## src/rtl/uart_rx_fifo_pkg.sv

```systemverilog
// Shared UART receive-path constants.
// Used by the RX FIFO and by the UART top level.
package uart_rx_fifo_pkg;

    localparam int UART_FIFO_DEPTH = 8;
    localparam int UART_FIFO_AW    = $clog2(UART_FIFO_DEPTH);

    typedef logic [7:0] uart_byte_t;

endpackage

```

## src/rtl/uart_rx_fifo_if.sv

```systemverilog
// Receiver-side and host-side signals of the UART RX FIFO.
// master drives the FIFO inputs, slave is the FIFO itself.
interface uart_rx_fifo_if
    import uart_rx_fifo_pkg::*;
#(
    parameter int DEPTH = UART_FIFO_DEPTH,
    parameter int AW    = $clog2(DEPTH)
);

    uart_byte_t    rx_data;
    logic          ctrl_in_rx_contains_data;
    logic          ctrl_out_rx_contains_data;
    logic          rd_en;
    uart_byte_t    rd_data;
    logic          empty;
    logic          full;
    logic [AW:0]   count;
    logic          overrun;
    logic          overrun_clr;

    modport master (
        output rx_data, ctrl_in_rx_contains_data, rd_en, overrun_clr,
        input  ctrl_out_rx_contains_data, rd_data, empty, full, count,
        input  overrun
    );

    modport slave (
        input  rx_data, ctrl_in_rx_contains_data, rd_en, overrun_clr,
        output ctrl_out_rx_contains_data, rd_data, empty, full, count,
        output overrun
    );

endinterface

```

## src/rtl/uart_rx_fifo_sync_fifo.sv

```systemverilog
// DEPTH x 8 first-word-fall-through FIFO: storage, pointers, count.
module sync_fifo
    import uart_rx_fifo_pkg::*;
#(
    parameter int DEPTH = UART_FIFO_DEPTH,
    parameter int AW    = $clog2(DEPTH)
) (
    input  logic        clk,
    input  logic        reset,
    input  logic        push,
    input  uart_byte_t  wr_data,
    input  logic        pop,
    output uart_byte_t  rd_data,
    output logic [AW:0] count,
    output logic        empty,
    output logic        full
);

    uart_byte_t  mem [DEPTH];
    logic [AW-1:0] wr_ptr;
    logic [AW-1:0] rd_ptr;

    // Storage is not reset; only pointers and count are.
    always_ff @(posedge clk) begin
        if (push)
            mem[wr_ptr] <= wr_data;
    end

    always_ff @(posedge clk or posedge reset) begin
        if (reset) begin
            wr_ptr <= '0;
            rd_ptr <= '0;
            count  <= '0;
        end else begin
            if (push)
                wr_ptr <= wr_ptr + 1'b1;
            if (pop)
                rd_ptr <= rd_ptr + 1'b1;
            if (push && !pop)
                count <= count + 1'b1;
            else if (pop && !push)
                count <= count - 1'b1;
        end
    end

    assign rd_data = mem[rd_ptr];
    assign empty   = (count == '0);
    assign full    = (count == (AW+1)'(DEPTH));

endmodule

```

## src/rtl/uart_rx_fifo.sv

```systemverilog
// UART RX FIFO: receiver flag handshake and sticky overrun around sync_fifo.
module uart_rx_fifo
    import uart_rx_fifo_pkg::*;
#(
    parameter int DEPTH = UART_FIFO_DEPTH,
    parameter int AW    = $clog2(DEPTH)
) (
    input  logic           clk,
    input  logic           reset,
    uart_rx_fifo_if.slave  bus
);

    logic push;
    logic pop;
    logic full;
    logic empty;
    logic flag_q;
    logic full_q;
    logic overrun_set;

    assign push = bus.ctrl_in_rx_contains_data & ~full;
    assign pop  = bus.rd_en & ~empty;

    // Holding the flag while full keeps the byte until a slot frees.
    assign bus.ctrl_out_rx_contains_data = bus.ctrl_in_rx_contains_data & full;

    sync_fifo #(
        .DEPTH (DEPTH),
        .AW    (AW)
    ) u_fifo (
        .clk     (clk),
        .reset   (reset),
        .push    (push),
        .wr_data (bus.rx_data),
        .pop     (pop),
        .rd_data (bus.rd_data),
        .count   (bus.count),
        .empty   (empty),
        .full    (full)
    );

    assign bus.empty = empty;
    assign bus.full  = full;

    // A held byte vanishing while full means the receiver overwrote it.
    assign overrun_set = flag_q & ~bus.ctrl_in_rx_contains_data & full_q;

    always_ff @(posedge clk or posedge reset) begin
        if (reset) begin
            flag_q      <= 1'b0;
            full_q      <= 1'b0;
            bus.overrun <= 1'b0;
        end else begin
            flag_q <= bus.ctrl_in_rx_contains_data;
            full_q <= full;
            if (overrun_set)
                bus.overrun <= 1'b1;
            else if (bus.overrun_clr)
                bus.overrun <= 1'b0;
        end
    end

endmodule

```

## src/flat_wrapper.sv

```systemverilog
// flat-port wrapper written by rule: the top's interface ports become plain ports
module uart_rx_fifo_flat import uart_rx_fifo_pkg::*;
#(
    parameter int DEPTH = UART_FIFO_DEPTH,
    parameter int AW    = $clog2(DEPTH)
)
  (clk, reset, bus_rx_data, bus_ctrl_in_rx_contains_data, bus_rd_en, bus_overrun_clr, bus_ctrl_out_rx_contains_data, bus_rd_data, bus_empty, bus_full, bus_count, bus_overrun);
  uart_rx_fifo_if #(.DEPTH(DEPTH), .AW(AW)) bus_i ();
  input  logic clk;
  input  logic reset;
  input wire logic [$bits(bus_i.rx_data)-1:0] bus_rx_data;
  input wire logic [$bits(bus_i.ctrl_in_rx_contains_data)-1:0] bus_ctrl_in_rx_contains_data;
  input wire logic [$bits(bus_i.rd_en)-1:0] bus_rd_en;
  input wire logic [$bits(bus_i.overrun_clr)-1:0] bus_overrun_clr;
  output wire logic [$bits(bus_i.ctrl_out_rx_contains_data)-1:0] bus_ctrl_out_rx_contains_data;
  output wire logic [$bits(bus_i.rd_data)-1:0] bus_rd_data;
  output wire logic [$bits(bus_i.empty)-1:0] bus_empty;
  output wire logic [$bits(bus_i.full)-1:0] bus_full;
  output wire logic [$bits(bus_i.count)-1:0] bus_count;
  output wire logic [$bits(bus_i.overrun)-1:0] bus_overrun;
  assign bus_i.rx_data = bus_rx_data;
  assign bus_i.ctrl_in_rx_contains_data = bus_ctrl_in_rx_contains_data;
  assign bus_i.rd_en = bus_rd_en;
  assign bus_i.overrun_clr = bus_overrun_clr;
  assign bus_ctrl_out_rx_contains_data = bus_i.ctrl_out_rx_contains_data;
  assign bus_rd_data = bus_i.rd_data;
  assign bus_empty = bus_i.empty;
  assign bus_full = bus_i.full;
  assign bus_count = bus_i.count;
  assign bus_overrun = bus_i.overrun;
  uart_rx_fifo #(.DEPTH(DEPTH), .AW(AW)) u_core (.clk(clk), .reset(reset), .bus(bus_i));
endmodule
```

## config.mk

```make
export PLATFORM = sky130hd
export DESIGN_NAME = uart_rx_fifo_flat
export DESIGN_NICKNAME = d
export VERILOG_FILES = /design/src/rtl/uart_rx_fifo_pkg.sv /design/src/rtl/uart_rx_fifo_if.sv /design/src/rtl/uart_rx_fifo_sync_fifo.sv /design/src/rtl/uart_rx_fifo.sv /design/src/flat_wrapper.sv
export SDC_FILE = /design/constraint.sdc
export NUM_CORES = 1
export LEC_CHECK = 0
export ABC_AREA = 1
export CELL_PAD_IN_SITES_DETAIL_PLACEMENT = 1
export CELL_PAD_IN_SITES_GLOBAL_PLACEMENT = 1
export CORE_MARGIN = 1.5
export CORE_UTILIZATION = 45
export DETAILED_ROUTE_END_ITERATION = 8
export PLACE_DENSITY = 0.85
export SLEW_MARGIN = 0
export SYNTH_ARGS = -nofsm -noshare
export SYNTH_HDL_FRONTEND = slang
export SYNTH_SLANG_ARGS = --single-unit
```

## constraint.sdc

```tcl
create_clock -name clk -period 2.3 [get_ports clk]
set_input_delay 0.46 -clock clk [delete_from_list [all_inputs] [get_ports clk]]
set_output_delay 0.46 -clock clk [all_outputs]
set_load 0.01 [all_outputs]
```

Yosys cells after proc, flatten, opt, wreduce, memory -nomap -nowiden
Memory sizes are Yosys's and may differ from the RTL's.
Index checks and enable logic that the tools add are counted.
- flip-flop bits (word level): 13
- RAM bits: 64
- bits of input ports: 13
- output and inout bits: 16
- logic and storage cells: 33
- memories kept: 1
- add/subtract/negate cells: 4
- equality and inequality tests: 1
- muxes and demuxes: 6
- bitwise operators: 8
- reductions and logical operators: 7
- memory list (memory ; depth ; width ; rd ports ; clocked after memory_dff ; write ports ; RTL line ; text):
    u_core.u_fifo.mem ; 8 ; 8 ; 1 ; 0 ; 1 ; uart_rx_fifo_sync_fifo.sv:19 ; uart_byte_t mem [DEPTH];
- operators by type and width (operator ; number):
    4-bit two-way mux ; 2
    3-bit by 1-bit adder with 3-bit output (second input constant) ; 2
    1-bit AND ; 5
    4-bit by 1-bit adder with 4-bit output (second input constant) ; 1
    4-bit equality test (second input constant) ; 1
    4-bit zero test ; 1
    1-bit two-way mux ; 4
    2-bit nonzero test ; 2
    4-bit by 1-bit subtractor with 4-bit output (second input constant) ; 1
    1-bit inverter ; 3
    1-bit logical AND ; 2
    1-bit zero test ; 2

Depth between registers and ports, before layout
- depth in word-level cells: 7
- gate-level depth with buffers: 13
- depth with buffers taken out: 13

Hierarchy
From an unflattened synthesis, not the netlist that was laid out.
- cells, all modules: 364
- area, all modules: 3475.8 sq um
- modules (own cells, without submodules) (module ; times used ; cells each ; area each (sq um) ; seq. area each (sq um)):
    sync_fifo ; 1 ; 350 ; 3353.2 ; 2172.1
    uart_rx_fifo ; 1 ; 14 ; 122.6 ; 75.1

Worst setup path before layout
Ideal clock, no wire load.
- path kind: reg-to-reg
- start point: register u_core.u_fifo.count[0]
- end point: register u_core.u_fifo.count[3]
- library setup time: 0.117 ns
- arrival: 1.933 ns
- required time: 2.183 ns
- setup slack: 0.250 ns
- cell stages (with the launch flop): 12
- path buffers: 0
- period minus slack after synthesis: 2.050 ns
- cell sequence: dfrtp_1 > nor2_1 > nand3_1 > nand2_1 > ha_1 > inv_1 > ha_1 > or2_2 > nand2_1 > nand2_1 > nand3_1 > nand2_1
- word-level cells in the longest chain between the ends: 6
- elaborated cells between the ends (all ways): 15
- those cells by class: 2 x add/sub; 1 x eq/ne; 2 x mux; 4 x bitwise; 6 x reduce/logical
- RTL lines (item ; RTL line ; text):
    from (decl) ; uart_rx_fifo_sync_fifo.sv:14 ; output logic [AW:0] count,
    from (signal assigned) ; uart_rx_fifo_sync_fifo.sv:40 ; count <= count + 1'b1;
    from (signal assigned) ; uart_rx_fifo_sync_fifo.sv:42 ; count <= count - 1'b1;
    branches (longest 6 deep; another with 4-bit by 1-bit subtractor with 4-bit output) ; - ;
Several ways; the timed one is not identified. The select of a mux whose other input is x is not followed.
A chain may end at the register's enable or synchronous reset.

Worst setup path after layout
- start point: register u_core.u_fifo.rd_ptr[0]
- end point: output port bus_rd_data[5]
- word-level cells in the longest chain between the ends: 1
- RTL lines (item ; RTL line ; text):
    from (decl) ; uart_rx_fifo_sync_fifo.sv:21 ; logic [AW-1:0] rd_ptr;
    from (signal assigned) ; uart_rx_fifo_sync_fifo.sv:38 ; rd_ptr <= rd_ptr + 1'b1;
    memory 8 x 8 bit ; - ;
    to (decl) ; flat_wrapper.sv:16 ; output wire logic [$bits(bus_i.rd_data)-1:0] bus_rd_data;
Every way passes these cells.

==> results.sh <==
export IMPL_status="finished, final reports clean"
export IMPL_synth_area_leaders="edfxtp_1 (55%), nand2_1 (14%), dfrtp_1 (9.3%)"
export IMPL_power_leakage_nw=1.91
export IMPL_cts_num_sinks=77
export IMPL_required_ns=1.84
export IMPL_dieArea_um2=8310
export IMPL_final_cell_mix="nand2_1 (129), edfxtp_1 (64), nor2_1 (59), inv_1 (47), clkdlybuf4s50_1 (20)"
export IMPL_final_setup_skew_ns=0.0121
export IMPL_cts_made_buffers=9
export IMPL_syn_avg_cell_area_um2=9.58
export IMPL_drt_iter0_markers=161
export IMPL_ys_seq_area_share_pct=64.2
export IMPL_dp_hpwl_um=5660
export IMPL_place_ws_ns=-0.0522
export IMPL_io_buffers=28
export IMPL_grt_pass1_vias=2876
export IMPL_place_area_um2=3950
export IMPL_powerDensity_nw_per_um2=1290
export IMPL_cp_end_kind="primary output"
export IMPL_critical_path_class="flip-flop to primary output"
export IMPL_synth_nets=384
export IMPL_final_fill_count=844
export IMPL_worstMarginPinSlew_ns=0.516
export IMPL_overflow=0
export IMPL_syn_inst=365
export IMPL_startpoint_type="flip-flop"
export IMPL_regToRegEndpoint="u_core.u_fifo.count[3]"
export IMPL_synth_top_area_share_pct=54.9
export IMPL_period_needed_ns=2.25
export IMPL_clk_transition_reported_paths_ns=0.08
export IMPL_vias_per_cell=4.97
export IMPL_clockBufferDepth=2
export IMPL_syn2layout_area_growth_pct=20.8
export IMPL_final_area_um2=4230
export IMPL_syn_area_um2=3500
export IMPL_grt_busiest_layer="met2"
export IMPL_tritoncts="done"
export IMPL_path_cells="buf_4 -> buf_12 -> nor2_2 -> nor2_1 -> nand2_1 -> nand2_1 -> nand2_1 -> nand2_1 -> dlygate4sd2_1"
export IMPL_critical_path_slowest_cell="dfrtp_2"
export IMPL_gp_congestion=0.726
export IMPL_coreArea_um2=7370
export IMPL_fp_dieW_um=91.2
export IMPL_cap_violations=0
export IMPL_wl_per_cell_um=17.6
export IMPL_cpPeakStageDelay_ns=0.44
export IMPL_fin_crit_sh_pct=97.8
export IMPL_antenna_left=0
export IMPL_mostFrequentLayoutCell="nand2_1"
export IMPL_synth_seq_cells=77
export IMPL_antenna_cells=0
export IMPL_die_h_um=91.2
export IMPL_clock_fmax_ghz=0.445
export IMPL_drive_gt1_share_pct=12.0
export IMPL_final_max_slew_viol_count=0
export IMPL_grt_max_degree=34
export IMPL_grt_pass1_wl_um=14700
export IMPL_final_nets=431
export IMPL_irDropWorstVdd_mv=0.650
export IMPL_hold_viol_final=0
export IMPL_worstSkewPairLatency_ns=0.35
export IMPL_cts_htree_levels=3
export IMPL_r2r_start="u_core.u_fifo.count[1]"
export IMPL_vias=2561
export IMPL_hp_class="input pin to async pin"
export IMPL_layout_setup_ws_ns=0.0512
export IMPL_synthDistinctLibCells=20
export IMPL_use_met1_pct=28.2
export IMPL_antenna_found_initial=0
export IMPL_first_pass_iters=4
export IMPL_worstPathMaxFanout=17
export IMPL_use_met2_pct=42.8
export IMPL_ctsRootBufferMaster="clkbuf_8"
export IMPL_crit_path_frequent_cell="nand2_1"
export IMPL_synth_warnings=0
export IMPL_io_pins=29
export IMPL_slew_headroom_pct=65.6
export IMPL_crit_arrival_ns=1.79
export IMPL_gr_usage_all_layers_pct=24.1
export IMPL_reg2reg_depth=11
export IMPL_synth_top_area_cell="edfxtp_1"
export IMPL_setup_viol=0
export IMPL_drc=0
export IMPL_routed_wl_um=9070
export IMPL_start_util_pct=47.5
export IMPL_met3_usage_pct=3.77
export IMPL_r2r_slack_ns=0.14
export IMPL_grt_setup_unrepaired="true"
export IMPL_core_rowCount=31
==> layout make-up <==
type | instances | area (µm²) | share of cell area [%]
Timing Repair Buffer | 48 | 472 | 11.2
Clock buffer | 9 | 124 | 2.93
Inverter | 48 | 180 | 4.26
Tap cell | 99 | 124 | 2.93
Sequential cell | 77 | 2250 | 53.2
Multi-Input combinational cell | 228 | 998 | 23.6
Clock inverter | 6 | 78.8 | 1.87
==> synth_stat cells (all sizes together) <==
| library cell | count |
|---|---|
| nor2 | 67 |
| inv | 48 |
| fa | 1 |
| nand2 | 130 |
| or2 | 1 |
| xor2 | 1 |
| xnor2 | 5 |
| nor3 | 8 |
| o21ai | 4 |
| edfxtp | 64 |
| dfrtp | 13 |
| ha | 5 |
| nand3 | 6 |
| buf | 12 |
==> report_power, final <==
part / total, mW / leakage [nW] / switching [mW] / internal [mW]
Sequential: 1.95 / 0.740 / 0.168 / 1.78
Combinational: 2.44 / 1.06 / 1.45 / 0.999
Clock: 1.07 / 0.106 / 0.471 / 0.596
Total: 5.46 / 1.91 / 2.08 / 3.38
==> cell families after synthesis <==
group                    count (synthesis)  synth area share, %
AND/OR/NAND/NOR                        212                 23.5
adder cells (fa/ha/maj)                  6                 2.36
AO/OA/AOI/OAI                            4                0.572
flip-flops                              77                 64.2
XOR/XNOR                                 6                 1.50
buffers and inverters                   60                 7.80
==> worst max path at each step <==
stage                                      start                     end  slack, ns
finish                   u_core.u_fifo.rd_ptr[0]          bus_rd_data[5]       0.05
global route             u_core.u_fifo.rd_ptr[0]          bus_rd_data[5]      -0.05
CTS                       u_core.u_fifo.count[1]               bus_empty       0.03
detailed placement  bus_ctrl_in_rx_contains_data  u_core.u_fifo.count[3]      -0.05
global placement    bus_ctrl_in_rx_contains_data  u_core.u_fifo.count[3]       0.06
floorplan                 u_core.u_fifo.count[0]  u_core.u_fifo.count[3]       0.25
==> routing by layer <==
| metal | part of all wire, % | up-vias |
|---|---|---|
| met5 | 0 | - |
| met4 | 2.9 | 0 |
| met3 | 5.2 | 22 |
| met2 | 52 | 73 |
| met1 | 40 | 1244 |
| li1 | - | 1222 |
==> worst max-delay path, delay by kind of cell (launching register included) <==
kind,cells,cell delay (ns)
flip-flops,1,0.44
AND/OR/NAND/NOR,6,0.44
buffers and inverters,3,0.56
==> metrics by stage <==
stage                     utilization [%]  hold WS, ns  power [mW]  instances  setup TNS, ns
after detailed placement             53.6        0.525        4.28        497        -0.0522
after global routing                 57.3        0.492        5.86        515         -0.177
after CTS                            57.3        0.459        5.49        515              0
after floorplan                         -        0.337        3.40        365              0
after global placement               53.6        0.497        4.11        497              0
final                                57.3        0.446        5.46        515              0
==> flip-flops by register name, indices dropped and copies added (netlist names) <==
name                  flops
u_core.full_q             1
u_core.u_fifo.rd_ptr      3
u_core.flag_q             1
u_core.u_fifo.mem        64
u_core.bus.overrun        1
u_core.u_fifo.count       4
u_core.u_fifo.wr_ptr      3
==> what timing repair did <==
action	in CTS	in global routing
buffers inserted	1	0
resized for setup	10	12
endpoints found under the setup margin	8	12
hold buffers	0	0
pin swaps	0	2
gates cloned	2	0
Note: power is estimated with default switching activity, not from simulation.
